[src/rtl/multicycle_ctrl.sv]
// Main control FSM for the multicycle LEGv8 datapath: sequences fetch, decode, execute,
// memory and writeback, and counts retired instructions.
module multicycle_ctrl #(
  parameter int unsigned CNT_W = 32
) (
  input  logic             clk,
  input  logic             reset,
  input  logic [10:0]      op,
  input  logic             zero,
  input  logic             mem_ready,
  output logic             memread,
  output logic             memwrite,
  output logic             iord,
  output logic             irwrite,
  output logic             pcen,
  output logic             pcsrc,
  output logic             reg2loc,
  output logic             regwrite,
  output logic             memtoreg,
  output logic             alusrca,
  output logic [1:0]       alusrcb,
  output logic [1:0]       aluop,
  output logic [3:0]       state,
  output logic [CNT_W-1:0] retired,
  output logic             halted
);

  typedef enum logic [3:0] {
    StFetch  = 4'd0,
    StDecode = 4'd1,
    StMemAdr = 4'd2,
    StMemRd  = 4'd3,
    StMemWb  = 4'd4,
    StMemWr  = 4'd5,
    StExec   = 4'd6,
    StAluWb  = 4'd7,
    StBranch = 4'd8,
    StHalt   = 4'd9
  } state_e;

  state_e           state_q, state_d;
  logic [CNT_W-1:0] retired_q;
  logic             halted_q;
  logic             retire;
  logic             halt_set;
  logic             pcwrite;
  logic             pcwritecond;

  logic is_ldur, is_stur, is_rtype, is_cbz;

  assign is_ldur  = (op == 11'b11111000010);
  assign is_stur  = (op == 11'b11111000000);
  assign is_rtype = (op == 11'b10001011000) || (op == 11'b11001011000) ||
                    (op == 11'b10001010000) || (op == 11'b10101010000);
  assign is_cbz   = (op[10:3] == 8'b10110100);

  always_ff @(posedge clk) begin
    if (!reset) begin
      state_q   <= StFetch;
      retired_q <= '0;
      halted_q  <= 1'b0;
    end else begin
      state_q <= state_d;
      if (retire) begin
        retired_q <= retired_q + CNT_W'(1);
      end
      if (halt_set) begin
        halted_q <= 1'b1;
      end
    end
  end

  always_comb begin
    state_d     = state_q;
    retire      = 1'b0;
    halt_set    = 1'b0;
    pcwrite     = 1'b0;
    pcwritecond = 1'b0;
    memread     = 1'b0;
    memwrite    = 1'b0;
    iord        = 1'b0;
    irwrite     = 1'b0;
    pcsrc       = 1'b0;
    reg2loc     = 1'b0;
    regwrite    = 1'b0;
    memtoreg    = 1'b0;
    alusrca     = 1'b0;
    alusrcb     = 2'b00;
    aluop       = 2'b00;

    case (state_q)
      StFetch: begin
        memread = 1'b1;
        alusrcb = 2'b01;
        irwrite = mem_ready;
        pcwrite = mem_ready;
        if (mem_ready) begin
          state_d = StDecode;
        end
      end
      StDecode: begin
        // Branch target is computed speculatively into ALUOut here.
        alusrcb = 2'b11;
        reg2loc = is_stur || is_cbz;
        if (is_ldur || is_stur) begin
          state_d = StMemAdr;
        end else if (is_rtype) begin
          state_d = StExec;
        end else if (is_cbz) begin
          state_d = StBranch;
        end else begin
          state_d  = StHalt;
          halt_set = 1'b1;
        end
      end
      StMemAdr: begin
        alusrca = 1'b1;
        alusrcb = 2'b10;
        state_d = is_ldur ? StMemRd : StMemWr;
      end
      StMemRd: begin
        memread = 1'b1;
        iord    = 1'b1;
        if (mem_ready) begin
          state_d = StMemWb;
        end
      end
      StMemWb: begin
        regwrite = 1'b1;
        memtoreg = 1'b1;
        state_d  = StFetch;
        retire   = 1'b1;
      end
      StMemWr: begin
        memwrite = 1'b1;
        iord     = 1'b1;
        reg2loc  = 1'b1;
        if (mem_ready) begin
          state_d = StFetch;
          retire  = 1'b1;
        end
      end
      StExec: begin
        alusrca = 1'b1;
        aluop   = 2'b10;
        state_d = StAluWb;
      end
      StAluWb: begin
        regwrite = 1'b1;
        state_d  = StFetch;
        retire   = 1'b1;
      end
      StBranch: begin
        reg2loc     = 1'b1;
        alusrca     = 1'b1;
        aluop       = 2'b01;
        pcsrc       = 1'b1;
        pcwritecond = 1'b1;
        state_d     = StFetch;
        retire      = 1'b1;
      end
      StHalt: begin
        state_d = StHalt;
      end
      default: begin
        state_d = StFetch;
      end
    endcase
  end

  assign pcen    = pcwrite | (pcwritecond & zero);
  assign state   = state_q;
  assign retired = retired_q;
  assign halted  = halted_q;

endmodule

[config.mk]
export PLATFORM = sky130hd
export DESIGN_NAME = multicycle_ctrl
export DESIGN_NICKNAME = d
export VERILOG_FILES = /design/src/rtl/multicycle_ctrl.sv
export SDC_FILE = /design/constraint.sdc
export NUM_CORES = 1
export LEC_CHECK = 0
export ABC_AREA = 1
export BUFFER_PORTS_ARGS = -buffer_cell sky130_fd_sc_hd__buf_4
export CORE_MARGIN = 2
export CORE_UTILIZATION = 58
export CTS_BUF_LIST = sky130_fd_sc_hd__clkbuf_16
export CTS_CLUSTER_DIAMETER = 80
export CTS_CLUSTER_SIZE = 16
export DETAILED_ROUTE_END_ITERATION = 12
export PLACE_DENSITY = 0.86
export SYNTH_ARGS = -nofsm -noshare
export SYNTH_HDL_FRONTEND = slang
export SYNTH_SLANG_ARGS = --single-unit
[constraint.sdc]
create_clock -name clk -period 2.35 [get_ports clk]
set_input_delay 0 -clock clk [delete_from_list [all_inputs] [get_ports clk]]
set_output_delay 0 -clock clk [all_outputs]
set_load 0.005 [all_outputs]
==> results of run 1 <==
-- metal layers --
| metal | global-route usage, % | wire, µm |
|---|---|---|
| met1 | 32.3 | 2950 |
| met2 | 54.2 | 3620 |
| met3 | 6.70 | 491 |
| met4 | 12.8 | 174 |
| met5 | 0 | 0 |
-- through the flow --
step,power (W),hold WS (ps),cells,cell area [µm²]
after CTS,0.00153,86.2,568,3230
final,0.00153,78.4,568,3230
after global routing,0.00159,101,568,3230
after detailed placement,0.000921,267,560,3090
after floorplan,0.000820,97.6,451,2590
after global placement,0.000917,276,560,3090
-- synthesized netlist by cell type --
master	number
a21oi_1	29
and2_1	1
and3_1	2
buf_2	2
buf_4	1
buf_6	2
clkbuf_1	3
dfxtp_1	37
ha_1	1
inv_1	41
inv_2	1
inv_4	1
nand2_1	179
nand2_2	5
nand3_1	17
nand3_2	1
nand3_4	1
nand3b_1	11
nand4_1	5
nor2_1	82
nor2_2	2
nor2_4	3
nor3_1	2
nor3_2	2
nor3b_1	1
o211ai_1	1
o21ai_0	6
o21ai_1	1
o21bai_1	1
or2_2	1
xnor2_1	1
xor2_1	8
-- sequential cells by signal (all words and copies together) (netlist names) --
register / flops
retired: 32
state: 4
halted: 1
-- layout make-up --
class	instances	area share, %
Clock buffer	5	3.87
Clock inverter	2	0.232
Inverter	43	5.07
Multi-Input combinational cell	363	50.5
Sequential cell	37	22.9
Tap cell	52	2.01
Timing Repair Buffer	66	15.4
-- report_power, final --
group          internal, W  switching, W
clock             0.000379      0.000238
combinational     0.000105      0.000150
sequential        0.000640     0.0000176
-- worst max path at each step --
stage	startpoint	endpoint	slack, ps	depth (start not counted)
5_1_grt	state[0]	retired[11]	220	9
3_5_place_dp	state[0]	retired[11]	510	9
3_3_place_gp	state[0]	retired[11]	550	9
4_1_cts	state[0]	retired[11]	450	9
6_report	state[0]	retired[11]	410	9
2_1_floorplan	retired[0]	retired[16]	950	8
-- critical path: stages (launching register included) --
cell and delay, ps:
dfxtp_1 450, inv_1 80, nand2_1 90, nand2_1 90
nand2_2 100, nand3_4 340, inv_4 320, nor2_1 90
xnor2_1 160, nor2_1 50
-- logic make-up (layout without fill, tap and decap cells) --
kind of cell,count (synthesis),after routing,share of synthesized area [%]
compound gates,38,38,7.54
xor+xnor,9,9,3.05
fa+ha+maj,1,1,0.483
buf+inv,51,116,8.31
flops,37,37,28.6
simple gates,315,315,52.0
==> impl_metrics.py, run 1 <==
metrics = {
    "pwr": {
        "p_per_area_nw_per_um2": 473,
        "ir_drop_v": 0.000317,
        "power.leakage_nw": 1.41,
    },
    "sta": {
        "rsz0062_at_grt": "false",
        "max_freq_mhz": 516,
        "tightest_slew_ps": 1010,
        "max_slew_margin_pct": 32.6,
        "finalSetupTns_ps": 0,
        "min_period_over_period_pct": 82.5,
        "finalCriticalPeriod_ps": 1940,
        "hold_viol_final": 0,
        "finalClockSkew_ps": 4.99,
        "setup-violations-final": 0,
        "fin_ws_ps": 410,
        "drv_slew": 0,
    },
    "finish": {
        "area_growth_pct": 24.9,
        "layout_common_cells": "179 x nand2_1, 82 x nor2_1, 65 x buf_4",
        "fin_util_pct": 74.8,
        "diodes": 0,
        "final_common_cell": "nand2_1",
        "layout-drive-gt1-share_pct": 16.9,
        "multi_input_area_um2": 1630,
        "regArea_um2": 741,
        "fill_cells": 366,
        "layout.nets": 532,
    },
    "global_route": {
        "grtUsageTotal_pct": 29.5,
        "grt_pass1_vias": 2878,
        "antenna_found_initial": 0,
        "grt_max_degree": 37,
        "grt.overflow.total": 0,
        "grt_pass1_wl_um": 12000,
    },
    "worst_hold_path": {
        "hold_end": "state[2]",
        "worstHoldStart": "mem_ready",
        "min_path_cells": 4,
        "worstHoldPathType": "in -> reg",
    },
    "worst_setup_path": {
        "critPathKind": "reg -> reg",
        "r2r_cells": 9,
        "reg2reg_from": "state[0]",
        "path_max_fanout": 36,
        "endpoint_kind": "flop",
        "crit_path_start_kind": "flop",
        "critical_path_required_ps": 2480,
        "worst-r2r-setup-slack_ps": 410,
        "arrival_ps": 2070,
        "reg2reg_to": "retired[11]",
    },
    "drt": {
        "viasPerCell": 5.34,
        "routed_wl_um": 7240,
        "first_pass_iters": 5,
        "drc_errors": 0,
        "drtAntennaViolNets": 0,
        "wl_per_cell_um": 12.7,
        "vias": 3034,
        "drtIter0Drc": 167,
    },
    "place": {
        "pre_cts_slack_ps": 511,
        "dp_hpwl_um": 5490,
        "gp_congestion": 0.934,
        "numPortBuffers": 65,
    },
    "die": {
        "fp.dieW_um": 70.8,
        "dieArea_um2": 5010,
        "initial_core_util_pct": 59.9,
        "die_h_um": 70.8,
        "fp.coreArea_um2": 4320,
        "rows": 24,
        "num_io_pins": 66,
    },
    "cts": {
        "post_cts_buffers": 0,
        "clk_pin_slew_worst_paths_ps": 50,
        "cts.sinks": 37,
        "htreeDepth": 2,
        "cts_made_buffers": 5,
        "max-clock-path-buffers": 2,
        "clkLatencyLatePin_ps": 280,
        "clockRootBuffer": "clkbuf_16",
        "cts_tree": "built",
        "holdBufCountCts": 1,
        "ctsResizeCount": 0,
    },
    "synth": {
        "ys_warn_count": 0,
        "synth_top_cell_area_share_pct": 28.6,
        "seq_area_frac_synth_pct": 28.6,
        "synthTopCellsByArea": "dfxtp_1 29%, nand2_1 26%, nor2_1 12%",
        "syn-num-nets": 467,
        "synth_top_area_cell": "dfxtp_1",
        "synth_cells": 451,
        "synth_cell_types": 32,
        "syn_area_um2": 2590,
        "ys_ff_latch": 37,
        "syn_area_per_cell_um2": 5.74,
    },
    "job": {
        "cap_violations": 0,
    },
    "status": {
        "outcome": "finished, final reports clean",
    },
}
No activity file was read; power rests on OpenSTA's default activity.
==> run 2: changes to the inputs <==
Settings changed: ABC_AREA 1 to 0, CORE_UTILIZATION 58 to 51, PLACE_DENSITY 0.86 to 0.8.
Clock period 2.35 ns to 2 ns, I/O delays scaled along.
==> impl_metrics.py, run 2 <==
metrics = {
    "worst_setup_path": {
        "critPathKind": "reg -> reg",
        "cpMaxStageDelayCell": "or4b_4",
        "crit_path_start_kind": "flop",
        "crit_chain": "or4b_4, o31ai_4, nand3_4, buf_4, or3_1, a21boi_0",
        "crit_family": "simple AND/OR/NAND/NOR gates",
        "arrival_ps": 2140,
        "r2r_cells": 6,
        "critical-path-max-stage-delay_ps": 580,
        "path_max_fanout": 6,
        "critical_path_required_ps": 2190,
        "path_depth": 6,
        "endpoint_kind": "flop",
        "cp_num_buf_inv": 1,
    },
    "cts": {
        "htreeDepth": 2,
        "clockRootBuffer": "clkbuf_16",
        "clkLatencyLatePin_ps": 280,
        "cts.sinks": 37,
        "cts_tree": "built",
        "cts_made_buffers": 5,
        "clk_pin_slew_worst_paths_ps": 60,
        "max-clock-path-buffers": 2,
    },
    "die": {
        "num_io_pins": 66,
        "rows": 23,
        "fp.coreArea_um2": 4000,
        "dieArea_um2": 4690,
        "die_h_um": 68.5,
        "fp.dieW_um": 68.5,
        "initial_core_util_pct": 53.0,
    },
    "sta": {
        "min_period_over_period_pct": 97.7,
        "hold_ws_ps": 92.3,
        "drv_slew": 0,
        "finalSetupTns_ps": 0,
        "max_slew_margin_pct": 62.1,
        "fin_ws_ps": 46.4,
        "setup-violations-final": 0,
        "finalCriticalPeriod_ps": 1950,
        "hold_viol_final": 0,
        "finalClockSkew_ps": 5.45,
        "tightest_slew_ps": 561,
        "max_freq_mhz": 512,
    },
    "synth": {
        "synth_adder_area_share_pct": 0.590,
        "synth_top_family_by_area": "simple AND/OR/NAND/NOR gates",
        "syn_area_per_cell_um2": 8.22,
        "synth-simple-area-share_pct": 36.4,
        "synth_common_cells": "37 x dfxtp_1, 25 x nand2_1, 24 x and2_1",
        "syn_area_um2": 2120,
        "synth_cells": 258,
        "synth_top_area_cell": "dfxtp_1",
        "syn-num-nets": 274,
        "synthTopCellsByArea": "dfxtp_1 35%, xnor2_1 8.7%, and2_1 7.1%",
        "synth_cell_types": 43,
        "synthMuxAreaShare_pct": 1.89,
        "synth-xor-area-share_pct": 9.50,
        "synth_top_cell_area_share_pct": 34.9,
        "async_reset_ff_share_pct": 0,
        "synth-compound-area-share_pct": 13.0,
        "synth_edf_count": 0,
        "ys_warn_count": 0,
        "ys_ff_latch": 37,
        "synth.most_common_cell": "dfxtp_1",
        "seq_area_frac_synth_pct": 34.9,
        "ys.flop_type": "dfxtp_1",
    },
    "place": {
        "dp_hpwl_um": 4050,
        "numPortBuffers": 65,
        "placed_cell_area_um2": 2810,
        "gp_congestion": 0.974,
        "pre_cts_slack_ps": 104,
    },
    "global_route": {
        "grt_max_degree": 43,
        "grt_pass1_wl_um": 8860,
        "grtUsageTotal_pct": 24.9,
        "grt_pass1_vias": 2035,
        "antenna_found_initial": 0,
        "grt.overflow.total": 0,
    },
    "worst_hold_path": {
        "worstHoldPathType": "in -> reg",
        "min_path_cells": 3,
    },
    "finish": {
        "final_cell_area_um2": 2970,
        "layout-drive-gt1-share_pct": 31.3,
        "final_common_cell": "buf_4",
        "diodes": 0,
        "fin_util_pct": 74.4,
        "layout_common_cells": "91 x buf_4, 37 x dfxtp_1, 25 x nand2_1",
        "largest_reg_flops": 32,
        "layout.nets": 360,
        "area_growth_pct": 40.3,
    },
    "drt": {
        "routed_wl_um": 5530,
        "wl_per_cell_um": 14.0,
        "drc_errors": 0,
        "drtIter0Drc": 133,
        "vias": 2228,
        "first_pass_iters": 4,
        "drtAntennaViolNets": 0,
        "viasPerCell": 5.64,
    },
    "pwr": {
        "ir_drop_v": 0.000390,
        "p_per_area_nw_per_um2": 572,
        "power.leakage_nw": 1.24,
    },
    "status": {
        "outcome": "finished, final reports clean",
    },
    "job": {
        "cap_violations": 0,
    },
}
## run 2: stage by stage
step	power [W]	std cells
5_1_grt	0.00176	395
4_1_cts	0.00171	394
3_5_place_dp	0.000961	386
6_report	0.00170	395
3_3_place_gp	0.000957	386
2_1_floorplan	0.000869	258
## run 2: worst paths after layout
| path | slack [ps] | endpoint | start |
|---|---|---|---|
| worst max-delay path | 50 | retired[20] | state[2] |
| worst min-delay path | 90 | state[1] | mem_ready |
| worst max register to register | 50 | retired[20] | state[2] |
| worst min register to register | 470 | retired[31] | retired[31] |
## run 2: final cells by class
cell class,instances,area [µm²]
clock inverter,3,17.5
tap,50,62.6
fill,331,1030
multi-input combinational,202,1320
sequential,37,741
inverter,7,26.3
clock buffer,5,125
timing repair buffer,91,683
## run 2: power breakdown
| part | leakage (nW) | internal [W] | switching, W | total [W] |
|---|---|---|---|---|
| clock | 0.0712 | 0.000456 | 0.000298 | 0.000754 |
| sequential | 0.299 | 0.000746 | 0.00000640 | 0.000752 |
| combinational | 0.871 | 0.0000964 | 0.0000988 | 0.000195 |
| total | 1.24 | 0.00130 | 0.000403 | 0.00170 |
## run 2: cell families after synthesis
kind of cell | Yosys count
AND/OR/NAND/NOR | 134
AO/OA/AOI/OAI | 40
flip-flops | 37
XOR/XNOR | 23
buffers and inverters | 19
multiplexers | 4
adder cells (fa/ha/maj) | 1
## run 2: worst reg2reg max path, delay by kind of cell, from the launching register on
kind | cells | cell delay (ps)
AOI/OAI and AO/OA | 2 | 330
and+or+nand+nor | 3 | 1040
DFF | 1 | 320
buffers and inverters | 1 | 170
## run 2: what timing repair did
item                       CTS  global route
gates resized for setup      0             3
hold buffers                 0             0
setup endpoints to repair    0             3
setup buffers                0             1
## run 2: metal layers
layer  GRT usage (%)  wire length, µm
met2            44.1             2750
met1            29.9             2410
met3            5.26              294
met4            7.50               73
met5               0                0
